File: config.mk
export PLATFORM = sky130hd
export DESIGN_NAME = mem_access_ctrl_flat
export DESIGN_NICKNAME = d
export VERILOG_FILES = /design/src/rtl/cpu_mem_pkg.sv /design/src/rtl/mem_access_ctrl_if.sv /design/src/rtl/stack_ptr_ctr.sv /design/src/rtl/mem_access_ctrl.sv /design/src/flat_wrapper.sv
export SDC_FILE = /design/constraint.sdc
export NUM_CORES = 1
export LEC_CHECK = 0
export ABC_CLOCK_PERIOD_IN_PS = 2800
export BUFFER_PORTS_ARGS = -buffer_cell sky130_fd_sc_hd__buf_2
export CORE_ASPECT_RATIO = 0.7
export CORE_MARGIN = 5
export CORE_UTILIZATION = 35
export DETAILED_ROUTE_END_ITERATION = 6
export PLACE_DENSITY = 0.68
export SETUP_SLACK_MARGIN = 0.1
export SKIP_LAST_GASP = 1
export SLEW_MARGIN = 25
export SYNTH_ARGS = -nofsm -noshare
export SYNTH_HDL_FRONTEND = slang
export SYNTH_SLANG_ARGS = --single-unit
File: constraint.sdc
create_clock -name clock -period 2.8 [get_ports clock]
set_input_delay 0.56 -clock clock [delete_from_list [all_inputs] [get_ports clock]]
set_output_delay 0.56 -clock clock [all_outputs]
set_load 0.03 [all_outputs]
File: src/rtl/cpu_mem_pkg.sv
// Shared encodings and defaults for the processor data-memory port.
package cpu_mem_pkg;

    typedef enum logic [1:0] {
        OP_LOAD  = 2'b00,
        OP_STORE = 2'b01,
        OP_PUSH  = 2'b10,
        OP_POP   = 2'b11
    } op_t;

    typedef enum logic [1:0] {
        ST_IDLE,
        ST_ISSUE,
        ST_WAIT,
        ST_RESP
    } state_t;

    localparam logic [7:0]  DEF_STACK_TOP   = 8'hFF;
    localparam int unsigned DEF_STACK_DEPTH = 16;

    function automatic logic is_read(input op_t op);
        return (op == OP_LOAD) || (op == OP_POP);
    endfunction

endpackage

File: src/rtl/mem_access_ctrl_if.sv
// Core-side request/response bus of the data-memory controller.
interface mem_access_ctrl_if;
    import cpu_mem_pkg::*;

    logic       req_valid;
    logic       req_ready;
    op_t        req_op;
    logic [7:0] req_addr;
    logic [7:0] req_wdata;
    logic       rsp_valid;
    logic [7:0] rsp_rdata;
    logic       rsp_err;

    modport master (
        output req_valid, req_op, req_addr, req_wdata,
        input  req_ready, rsp_valid, rsp_rdata, rsp_err
    );

    modport slave (
        input  req_valid, req_op, req_addr, req_wdata,
        output req_ready, rsp_valid, rsp_rdata, rsp_err
    );

endinterface

File: src/rtl/stack_ptr_ctr.sv
// Hardware stack pointer and occupancy; stack grows downward from STACK_TOP.
module stack_ptr_ctr #(
    parameter int unsigned STACK_DEPTH = 16,
    parameter logic [7:0]  STACK_TOP   = 8'hFF
) (
    input  logic       clock,
    input  logic       reset_n,
    input  logic       push,
    input  logic       pop,
    output logic [7:0] sp,
    output logic [7:0] depth,
    output logic       full,
    output logic       empty
);

    always_ff @(posedge clock or negedge reset_n) begin
        if (!reset_n) begin
            sp    <= STACK_TOP;
            depth <= '0;
        end else if (push) begin
            sp    <= sp - 8'd1;
            depth <= depth + 8'd1;
        end else if (pop) begin
            sp    <= sp + 8'd1;
            depth <= depth - 8'd1;
        end
    end

    assign full  = (depth == 8'(STACK_DEPTH));
    assign empty = (depth == '0);

endmodule

File: src/rtl/mem_access_ctrl.sv
// Data-memory initiator: sequences Rm/Wm strobes for load/store/push/pop requests.
module mem_access_ctrl
    import cpu_mem_pkg::*;
#(
    parameter int unsigned STACK_DEPTH = DEF_STACK_DEPTH,
    parameter logic [7:0]  STACK_TOP   = DEF_STACK_TOP
) (
    input  logic             clock,
    input  logic             reset_n,
    mem_access_ctrl_if.slave bus,
    output logic             mem_rm,
    output logic             mem_wm,
    output logic [7:0]       mem_addr,
    output logic [7:0]       mem_wdata,
    input  logic [7:0]       mem_rdata,
    output logic [7:0]       sp,
    output logic [7:0]       depth
);

    state_t     state, state_nxt;
    op_t        op_q;
    logic       err_q;
    logic [7:0] rdata_q;
    logic       accept, reject;
    logic       stk_push, stk_pop, stk_full, stk_empty;

    stack_ptr_ctr #(
        .STACK_DEPTH (STACK_DEPTH),
        .STACK_TOP   (STACK_TOP)
    ) u_stack (
        .clock   (clock),
        .reset_n (reset_n),
        .push    (stk_push),
        .pop     (stk_pop),
        .sp      (sp),
        .depth   (depth),
        .full    (stk_full),
        .empty   (stk_empty)
    );

    assign accept = (state == ST_IDLE) && bus.req_valid;
    assign reject = accept && (((bus.req_op == OP_PUSH) && stk_full) ||
                               ((bus.req_op == OP_POP)  && stk_empty));

    always_ff @(posedge clock or negedge reset_n) begin
        if (!reset_n) state <= ST_IDLE;
        else          state <= state_nxt;
    end

    always_comb begin
        state_nxt     = state;
        bus.req_ready = 1'b0;
        bus.rsp_valid = 1'b0;
        mem_rm        = 1'b0;
        mem_wm        = 1'b0;
        stk_push      = 1'b0;
        stk_pop       = 1'b0;
        case (state)
            ST_IDLE: begin
                bus.req_ready = 1'b1;
                if (accept) state_nxt = reject ? ST_RESP : ST_ISSUE;
            end
            ST_ISSUE: begin
                mem_rm    = is_read(op_q);
                mem_wm    = !is_read(op_q);
                stk_push  = (op_q == OP_PUSH);
                stk_pop   = (op_q == OP_POP);
                state_nxt = is_read(op_q) ? ST_WAIT : ST_RESP;
            end
            ST_WAIT: state_nxt = ST_RESP;
            ST_RESP: begin
                bus.rsp_valid = 1'b1;
                state_nxt     = ST_IDLE;
            end
            default: state_nxt = ST_IDLE;
        endcase
    end

    // Address/data are resolved at accept time straight into the output
    // registers, so they are valid throughout ISSUE and hold afterwards.
    always_ff @(posedge clock or negedge reset_n) begin
        if (!reset_n) begin
            op_q      <= OP_LOAD;
            err_q     <= 1'b0;
            rdata_q   <= '0;
            mem_addr  <= '0;
            mem_wdata <= '0;
        end else begin
            if (accept) begin
                op_q  <= bus.req_op;
                err_q <= reject;
                if (!reject) begin
                    case (bus.req_op)
                        OP_PUSH: mem_addr <= sp;
                        OP_POP:  mem_addr <= sp + 8'd1;
                        default: mem_addr <= bus.req_addr;
                    endcase
                    if (!is_read(bus.req_op)) mem_wdata <= bus.req_wdata;
                end
            end
            if (state == ST_WAIT) rdata_q <= mem_rdata;
        end
    end

    assign bus.rsp_rdata = rdata_q;
    assign bus.rsp_err   = (state == ST_RESP) && err_q;

endmodule
File: src/flat_wrapper.sv
// flat-port wrapper written by rule: the top's interface ports become plain ports
module mem_access_ctrl_flat import cpu_mem_pkg::*;
#(
    parameter int unsigned STACK_DEPTH = DEF_STACK_DEPTH,
    parameter logic [7:0]  STACK_TOP   = DEF_STACK_TOP
)
  (clock, reset_n, mem_rm, mem_wm, mem_addr, mem_wdata, mem_rdata, sp, depth, bus_req_valid, bus_req_op, bus_req_addr, bus_req_wdata, bus_req_ready, bus_rsp_valid, bus_rsp_rdata, bus_rsp_err);
  mem_access_ctrl_if bus_i ();
  input  logic clock;
  input  logic reset_n;
  output logic mem_rm;
  output logic mem_wm;
  output logic [7:0] mem_addr;
  output logic [7:0] mem_wdata;
  input  logic [7:0] mem_rdata;
  output logic [7:0] sp;
  output logic [7:0] depth;
  input wire logic [$bits(bus_i.req_valid)-1:0] bus_req_valid;
  input wire logic [$bits(bus_i.req_op)-1:0] bus_req_op;
  input wire logic [$bits(bus_i.req_addr)-1:0] bus_req_addr;
  input wire logic [$bits(bus_i.req_wdata)-1:0] bus_req_wdata;
  output wire logic [$bits(bus_i.req_ready)-1:0] bus_req_ready;
  output wire logic [$bits(bus_i.rsp_valid)-1:0] bus_rsp_valid;
  output wire logic [$bits(bus_i.rsp_rdata)-1:0] bus_rsp_rdata;
  output wire logic [$bits(bus_i.rsp_err)-1:0] bus_rsp_err;
  assign bus_i.req_valid = bus_req_valid;
  assign bus_i.req_op = bus_req_op;
  assign bus_i.req_addr = bus_req_addr;
  assign bus_i.req_wdata = bus_req_wdata;
  assign bus_req_ready = bus_i.req_ready;
  assign bus_rsp_valid = bus_i.rsp_valid;
  assign bus_rsp_rdata = bus_i.rsp_rdata;
  assign bus_rsp_err = bus_i.rsp_err;
  mem_access_ctrl #(.STACK_DEPTH(STACK_DEPTH), .STACK_TOP(STACK_TOP)) u_core (.clock(clock), .reset_n(reset_n), .bus(bus_i), .mem_rm(mem_rm), .mem_wm(mem_wm), .mem_addr(mem_addr), .mem_wdata(mem_wdata), .mem_rdata(mem_rdata), .sp(sp), .depth(depth));
endmodule
==> impl_metrics.yaml <==
critical_path:
  max_stage_delay_ps: 420
  critPathTopFamily: "compound AO/OA/AOI/OAI gates"
  critical_path_class: "flip-flop to flip-flop"
  path_buf_inv: 1
  ff2ff_path_depth: 9
  cp_max_fo: 8
  path_depth: 9
  cp_cell_sequence: "inv_1 -> ha_1 -> nand2_2 -> ha_1 -> a211o_1 -> a21oi_1 -> o21ai_0 -> mux2i_1 -> xor2_1"
  start_kind: "flip-flop"
  cp.required_ps: 3030
  cpMaxStageDelayCell: "dfrtp_1"
  arrival_ps: 2650
  cpMostUsedCell: "ha_1"
  end_kind: "flip-flop"
layout:
  layout.nets: 357
  final_area_mm2: 0.00310
  final_core_util_pct: 43.2
  fillers: 714
  syn_to_final_growth_pct: 21.7
  drive_gt1_share_pct: 38.3
  diodes: 0
  fin_cells: 409
grt:
  grt_max_degree: 30
  gr-total-overflow: 0
  grt_pass1_wl_mm: 9.85
  track_usage_pct: 13.3
  grt_pass1_vias: 2047
  antenna_found_initial: 0
pwr:
  clkPwrFrac_pct: 9.6
  switching_share_pct: 49.0
  p_switching_mw: 2.10
  p_seq_share_pct: 31.6
  irDropWorstVdd_mv: 0.595
  power_leakage_nw: 1.46
  p_comb_share_pct: 58.8
  internal-power_mw: 2.19
  power.density_mw_per_mm2: 1380
run:
  max_cap_viol_count: 0
clocking:
  cts_setup_buffers: 0
  insertion_delay_ps: 300
  cts_made_buffers: 5
  cts_tree: "built"
  clkSinkCount: 45
  cts-htree-levels: 2
  clkSlewWorstSetupHoldPaths_ps: 90
  cts-root-buf: "clkbuf_8"
  clockBufferDepth: 2
die:
  rows: 26
  die-height_um: 81.4
  boundaryPins: 74
  die_area_mm2: 0.00912
  start_util_pct: 35.5
  fp.dieW_um: 112
  core_area_mm2: 0.00719
timing:
  max_freq_mhz: 413
  fin_ws_ps: 381
  finClkSkew_ps: 5.08
  final.setup.tns_ps: 0
  rsz0062_at_grt: "false"
  finalHoldViolCount: 0
  tightest_slew_ps: 554
  slew_violations: 0
  period_share_pct: 86.4
  fin_crit_ps: 2420
  setup_viol: 0
  slew_headroom_pct: 62.8
route:
  vias_per_cell: 4.90
  ant_nets: 0
  drt_iter0_markers: 91
  wl_per_cell_um: 14.3
  vias: 2005
  drc: 0
  first_pass_iters: 4
  wirelength_mm: 5.85
yosys:
  synthTopCellsByArea: "dfrtp_1 (36%), ha_1 (8.3%), dfstp_2 (8.2%)"
  synth_mux_area_share_pct: 10.6
  synth_compound_area_share_pct: 13.2
  synthSimpleGateAreaFrac_pct: 12.1
  synthAdderAreaFrac_pct: 9.13
  yosys_warnings: 0
  synth_cells: 236
  ys.flop_type: "dfrtp_1"
  synth.avg_cell_area_um2: 10.8
  yosysTopAreaCellShare_pct: 36.3
  ys_ff_latch: 45
  syn-num-nets: 283
  synth-xor-area-share_pct: 6.53
  ys_seq_area_share_pct: 44.6
  synth_edf_count: 0
  synth-async-reset-ratio_pct: 100
  synth_top_family_by_area: "compound AO/OA/AOI/OAI gates"
  yosys.area.top_type: "dfrtp_1"
  syn-cell-area_mm2: 0.00255
  yosys.cell_types.count: 42
placement:
  gp_congestion: 0.865
  placed_area_mm2: 0.00301
  pre_cts_ws_ps: 284
  hpwl_mm: 4.54
  port_buffers: 73
  dpl.cell_count: 401
status:
  run_status: "finished, final reports clean"
worst_hold_path:
  hold_class: "input port to asynchronous set/reset pin"
logic make-up (layout without fill, tap and decap cells):
kind of cell / after synthesis / in the layout
AOI/OAI and AO/OA: 49 / 49
xor gates and xnor gates: 19 / 19
adders and majority gates: 18 / 18
buffers and inverters: 20 / 95
DFF: 45 / 45
muxes: 21 / 21
and+or+nand+nor: 64 / 64
path summary, 6_finish.rpt:
path,from,to,slack (ps)
max,u_core.op_q[0],u_core.u_stack.depth[7],380
min,reset_n,u_core.bus.rsp_rdata[4],150
max reg2reg,u_core.op_q[0],u_core.u_stack.depth[7],380
min reg2reg,u_core.bus.rsp_rdata[3],u_core.bus.rsp_rdata[3],510
max in group asynchronous,reset_n,u_core.u_stack.sp[1],1900
min in group clock,mem_rdata[3],u_core.bus.rsp_rdata[3],480
worst register-to-register path, cell delays in order, from the launching register on:
cell and delay [ps]:
dfrtp_1 420, inv_1 70, ha_1 300, nand2_2 200
ha_1 330, a211o_1 290, a21oi_1 250, o21ai_0 150
mux2i_1 190, xor2_1 150
metal layers:
layer	GRT usage, %	part of all wire, %	up-vias
met1	18.5	49	952
li1	-	-	974
met5	0	0	-
met3	4.32	8.0	5
met2	20.5	42	74
met4	3.00	0.65	0
cell usage after synthesis (3+ instances only):
master / n
a31oi_1: 9
xor2_1: 8
a22oi_1: 8
mux2_2: 11
mux2_4: 9
o21ai_0: 9
clkbuf_1: 6
nor3_1: 5
a21oi_1: 8
dfstp_2: 8
nand2_1: 29
dfrtp_1: 37
inv_1: 8
nor2_1: 14
buf_6: 3
a21o_1: 3
xnor2_1: 11
nand2b_1: 3
nor2b_1: 3
nand3_1: 4
ha_1: 17
power groups by stage:
| stage | Combinational [mW] | Sequential (mW) | Clock, mW |
|---|---|---|---|
| 3_3_place_gp | 2.50 | 1.35 | 0 |
| 3_5_place_dp | 2.53 | 1.37 | 0 |
| 6_report | 2.52 | 1.36 | 0.411 |
| 2_1_floorplan | 1.39 | 1.82 | 0 |
| 4_1_cts | 2.55 | 1.36 | 0.426 |
| 5_1_grt | 2.76 | 1.41 | 0.456 |
metrics by stage:
step / power (mW) / hold WS (ps)
2_1_floorplan: 3.22 / 264
3_5_place_dp: 3.90 / 491
4_1_cts: 4.33 / 158
6_report: 4.29 / 153
5_1_grt: 4.63 / 165
3_3_place_gp: 3.85 / 485
placed cells by master, fill, tap and decap left out, types with 2 or more instances in the layout:
master and n:
buf_2 73, dfrtp_1 37, nand2_1 28, ha_1 17
nor2_1 14, mux2_2 11, xnor2_1 11, mux2_4 9
a31oi_1 9, o21ai_0 9, inv_1 8, xor2_1 8
a22oi_1 8, a21oi_1 8, dfstp_2 8, buf_4 6
nor3_1 5, clkbuf_8 5, nand3_1 4, nor2b_1 3
a21o_1 3, nand2b_1 3, and2_1 2
sequential cells by signal, summed over array words and instances, names as in the netlist:
register              cells
u_core.err_q              1
u_core.mem_addr           8
u_core.state              2
u_core.u_stack.sp         8
u_core.u_stack.depth      8
u_core.bus.rsp_rdata      8
u_core.mem_wdata          8
u_core.op_q               2
cell type report:
class                      count  area, um2  share of cell area [%]
clock buffer                   5       68.8                    2.22
multi-input combinational    171       1310                    42.3
timing repair buffer          79        410                    13.2
tap                           98        123                    3.95
inverter                       8       30.0                   0.968
sequential                    45       1140                    36.6
clock inverter                 3       21.3                   0.685
repair_timing:
item | 4_1_cts | 5_1_grt
resized for setup | 0 | 1
hold buffers | 0 | 0
setup endpoints to repair | 0 | 1
Power figures use the tool's default switching activity.
